## src/rtl/memory_arbiter_pkg.sv

```systemverilog
// Shared types for memory_arbiter: FSM state encodings, client IDs (same
// polarity as the memory mux select) and the arbitration helper.
package memory_arbiter_pkg;

  typedef enum logic [1:0] {
    IDLE    = 2'd0,
    GRANT   = 2'd1,
    RELEASE = 2'd2
  } arb_state_t;

  typedef enum logic {
    CLIENT_A = 1'b0,
    CLIENT_B = 1'b1
  } client_t;

  // A tie goes to A unless rotation is enabled and A owned memory last.
  function automatic client_t pick_client(
    input logic    req_a,
    input logic    req_b,
    input client_t last_owner,
    input logic    rr_en
  );
    client_t winner;
    winner = CLIENT_A;
    if (req_a && req_b) begin
      if (rr_en && (last_owner == CLIENT_A)) begin
        winner = CLIENT_B;
      end
    end else if (req_b) begin
      winner = CLIENT_B;
    end
    return winner;
  endfunction

endpackage

```

## src/rtl/memory_arbiter_watchdog.sv

```systemverilog
// Grant watchdog (arb_watchdog) for memory_arbiter: counts GRANT cycles and
// flags the terminal count; TIMEOUT_CYCLES = 0 disables the flag.
module memory_arbiter_watchdog #(
  parameter int unsigned TIMEOUT_CYCLES = 1024,
  parameter int unsigned TIMEOUT_WIDTH  = 11
) (
  input  logic clk,
  input  logic rst,
  input  logic clear,
  input  logic enable,
  output logic expired
);

  logic [TIMEOUT_WIDTH-1:0] count;

  always_ff @(posedge clk) begin
    if (rst || clear) begin
      count <= '0;
    end else if (enable) begin
      count <= count + TIMEOUT_WIDTH'(1);
    end
  end

  generate
    if (TIMEOUT_CYCLES == 0) begin : g_disabled
      assign expired = 1'b0;
    end else begin : g_enabled
      assign expired = enable && (count == TIMEOUT_WIDTH'(TIMEOUT_CYCLES - 1));
    end
  endgenerate

endmodule

```

## src/rtl/memory_arbiter.sv

```systemverilog
// Two-client arbiter in front of the memory mux. Build option
// MEMORY_ARBITER_ROUND_ROBIN_EN rotates ties; otherwise client A wins ties.
module memory_arbiter
  import memory_arbiter_pkg::*;
#(
  parameter int unsigned TIMEOUT_CYCLES = 1024,
  parameter int unsigned TIMEOUT_WIDTH  = 11
) (
  input  logic       clk,
  input  logic       rst,
  input  logic       execute_a,
  input  logic       execute_b,
  input  logic       mem_finished,
  output logic       sel,
  output logic       exec_a_out,
  output logic       exec_b_out,
  output logic       grant_a,
  output logic       grant_b,
  output logic       finished_a,
  output logic       finished_b,
  output logic       busy,
  output logic       timeout_err,
  output logic [1:0] dbg_state
);

`ifdef MEMORY_ARBITER_ROUND_ROBIN_EN
  localparam logic RR_EN = 1'b1;
`else
  localparam logic RR_EN = 1'b0;
`endif

  arb_state_t state;
  client_t    last_owner;
  client_t    winner;
  logic       wd_expired;

  always_comb begin
    winner = pick_client(execute_a, execute_b, last_owner, RR_EN);
  end

  memory_arbiter_watchdog #(
    .TIMEOUT_CYCLES (TIMEOUT_CYCLES),
    .TIMEOUT_WIDTH  (TIMEOUT_WIDTH)
  ) u_watchdog (
    .clk     (clk),
    .rst     (rst),
    .clear   (state != GRANT),
    .enable  (state == GRANT),
    .expired (wd_expired)
  );

  // Handshake: a client holds execute_x high until it sees finished_x; the
  // memory unit answers the gated execute with a single-cycle mem_finished.
  always_ff @(posedge clk) begin
    if (rst) begin
      state       <= IDLE;
      sel         <= CLIENT_A;
      grant_a     <= 1'b0;
      grant_b     <= 1'b0;
      timeout_err <= 1'b0;
      last_owner  <= CLIENT_B;
    end else begin
      case (state)
        IDLE: begin
          if (execute_a || execute_b) begin
            state   <= GRANT;
            sel     <= winner;
            grant_a <= (winner == CLIENT_A);
            grant_b <= (winner == CLIENT_B);
          end
        end
        GRANT: begin
          // A completion landing on the terminal count still counts as success.
          if (mem_finished || wd_expired) begin
            state      <= RELEASE;
            grant_a    <= 1'b0;
            grant_b    <= 1'b0;
            last_owner <= sel ? CLIENT_B : CLIENT_A;
            if (!mem_finished) begin
              timeout_err <= 1'b1;
            end
          end
        end
        RELEASE: state <= IDLE;
        default: state <= IDLE;
      endcase
    end
  end

  assign exec_a_out = grant_a & execute_a;
  assign exec_b_out = grant_b & execute_b;
  assign finished_a = grant_a & mem_finished;
  assign finished_b = grant_b & mem_finished;
  assign busy       = (state != IDLE);
  assign dbg_state  = state;

endmodule

```

## config.mk

```make
export PLATFORM = sky130hd
export DESIGN_NAME = memory_arbiter
export DESIGN_NICKNAME = d
export VERILOG_FILES = /design/src/rtl/memory_arbiter_pkg.sv /design/src/rtl/memory_arbiter_watchdog.sv /design/src/rtl/memory_arbiter.sv
export SDC_FILE = /design/constraint.sdc
export NUM_CORES = 1
export LEC_CHECK = 0
export ABC_AREA = 1
export BUFFER_PORTS_ARGS = -buffer_cell sky130_fd_sc_hd__buf_4
export CORE_UTILIZATION = 27
export DETAILED_ROUTE_END_ITERATION = 10
export SYNTH_ARGS = -nofsm -noshare
export SYNTH_HDL_FRONTEND = slang
export SYNTH_SLANG_ARGS = --single-unit
```

## constraint.sdc

```tcl
create_clock -name clk -period 3.4 [get_ports clk]
set_input_delay 0 -clock clk [delete_from_list [all_inputs] [get_ports clk]]
set_output_delay 0 -clock clk [all_outputs]
set_load 0.03 [all_outputs]
```

==> metrics.cfg <==
[final_layout]
area.growth.synth_to_final_pct = 25.6
nFillCells = 278
nets = 127
final-instance-count-excl-fill = 151
layout-drive-gt1-share_pct = 28.3
diodes = 0

[worst_setup_path]
worstPathRequired_ns = 3.58
critPathCaptureType = register
r2r_end = grant_a
r2r-start = u_watchdog.count[0]
cp_max_fo = 5
r2r_cells = 8
reg2reg_slack_ns = 2.04
crit_path_start_kind = register
critPathKind = register to register
arrival_ns = 1.54

[flow_run]
drv_cap = 0

[logic_synthesis]
yosys.cell_count.top_type = dfxtp_1
syn_inst = 99
yosysTopAreaCell = dfxtp_1
ys_warn_count = 0
syn_area_um2 = 777
synthTopCellsByCount = 17 x dfxtp_1, 15 x inv_1, 14 x nand2_1, 12 x nor2_1, 10 x a21oi_1
ys_ff_latch = 17
ys_types = 24
yosysSeqAreaShare_pct = 43.8
synth_area_leaders = dfxtp_1 44%, inv_1 7.2%, nand2_1 6.8%
synthesis.nets = 105
synth_edf_count = 0
yosys_most_used_dff = dfxtp_1
postSynthAreaPerCell_um2 = 7.85
synthArstFlopShare_pct = 0
synth_top_area_share_pct = 43.8

[placed_design]
place_inst = 145
portBuffers = 15
post-dp-hpwl_um = 1100
gp_congestion = 0.728

[global_routing]
grt_pass1_wl_um = 2570
grt_max_degree = 11
grt_pass1_vias = 644
overflow = 0
grt.total_usage_pct = 9.89
grt_antenna_before_repair = 0

[pwr]
p_leak_uw = 0.000418
p_per_area_mw_per_mm2 = 396
vdd_drop_max_v = 0.000271

[hold_path]
hp-start = mem_finished
whs_endpoint = dbg_state[0]
holdPathStages = 4
hold_path.class = primary input to register

[cts]
cts.htree.levels = 1
clk_latency_ns = 0.29
cts_tree = built
cts_buffer_depth = 2
numCtsBuffers = 3
root_buffer = clkbuf_4
path_clk_slew_ns = 0.11
cts.sinks = 17
ctsResizeCount = 0

[route]
drc_errors = 0
drt_iter0_drc = 10
routed_wl_um = 1370
dr.pass1.iters = 4
wl_per_cell_um = 9.05
vias = 674
ant_nets = 0
via_per_inst = 4.46

[timing]
hold_ws_ns = 0.0189
slew_headroom_pct = 71.4
finalHoldViolations = 0
skew_ns = 0.0110
fmax_ghz = 0.734
final_max_slew_viol_count = 0
final.period_utilization_pct = 40.1
tightest_slew_ns = 0.424
period_minus_slack_ns = 1.36
grt_setup_unrepaired = false
setup_tns_ns = 0
setup_viol = 0

[status]
status = finished, final reports clean

[die]
core_mm2 = 0.00273
dieArea_mm2 = 0.00310
start_util_pct = 28.4
die_h_um = 55.6
die_x_um = 55.6
std_cell_rows = 19
io_pins = 16

[layout make-up]
type | count | area (um2) | area share [%]
Sequential cell | 17 | 340 | 34.9
Clock inverter | 1 | 5.00 | 0.513
Tap cell | 31 | 38.8 | 3.97
Inverter | 18 | 70.1 | 7.18
Timing Repair Buffer | 17 | 133 | 13.6
Clock buffer | 3 | 22.5 | 2.31
Multi-Input combinational cell | 64 | 367 | 37.6
[routing by layer]
layer | GRT usage (%) | share of wire [%]
met3 | 2.09 | 3.4
met5 | 0 | 0
met4 | 2.14 | 0.73
met2 | 16.5 | 49
met1 | 13.1 | 47
[through the flow]
| step | utilization, % | worst slack [ns] | power [uW] | instance area, um2 |
|---|---|---|---|---|
| 6_report | 35.7 | 2.04 | 386 | 976 |
| 5_1_grt | 35.7 | 1.92 | 408 | 976 |
| 4_1_cts | 35.7 | 2.03 | 392 | 976 |
| 3_5_place_dp | 34.0 | 2.06 | 284 | 928 |
| 3_3_place_gp | 34.0 | 2.12 | 283 | 928 |
| 2_1_floorplan | - | 2.08 | 258 | 777 |
[sequential cells by signal, summed over array words and instances, names as in the netlist]
register,flops
u_watchdog.count,11
dbg_state,2
grant_a,1
grant_b,1
sel,1
timeout_err,1
[worst max-delay path: stages (launching register included)]
cell,delay (ns)
dfxtp_1,0.37
ha_1,0.18
nand2_1,0.10
nor2_4,0.14
nand2_4,0.09
o21ai_2,0.14
nand2_1,0.10
nand3_1,0.08
a21oi_1,0.07
[power breakdown]
part           leakage [uW]  internal, uW  switching, uW
clock network     0.0000177          43.6           62.1
logic              0.000262          24.9           45.1
registers          0.000138           205           5.25
[how the worst max path moves through the flow]
stage                             start       to  slack [ns]  depth (start not counted)
floorplan                  dbg_state[0]  grant_a        2.08                          7
global placement    u_watchdog.count[0]  grant_b        2.12                          8
detailed placement  u_watchdog.count[0]  grant_a        2.06                          8
CTS                 u_watchdog.count[0]  grant_a        2.03                          8
global route        u_watchdog.count[0]  grant_a        1.92                          8
finish              u_watchdog.count[0]  grant_a        2.04                          8
[timing repair]
action	4_1_cts	5_1_grt
hold endpoints to repair	6	0
hold buffers	2	0
buffers inserted	0	0
[cells by family (layout without fill, tap and decap cells)]
group,count (synthesis),after routing,share of synthesized area [%]
buffers and inverters,18,39,9.02
adder cells (fa/ha/maj),1,1,1.61
AND/OR/NAND/NOR,45,45,32.9
XOR/XNOR,1,1,1.13
AO/OA/AOI/OAI,17,17,11.6
flip-flops,17,17,43.8
[layout by cell type, fill, tap and decap left out, drive strengths merged]
cell         Yosys  final
clkbuf           0      3
nand2           16     16
ha               1      1
xnor2            1      1
clkinv           0      1
nand3            5      5
dfxtp           17     17
inv             18     18
nand3b           1      1
o22ai            1      1
buf              0     15
dlygate4sd3      0      2
a21oi           10     10
and3             1      1
o21ai            6      6
nor3b            1      1
nor2            17     17
nor3             4      4
Note: power is estimated with default switching activity, not from simulation.
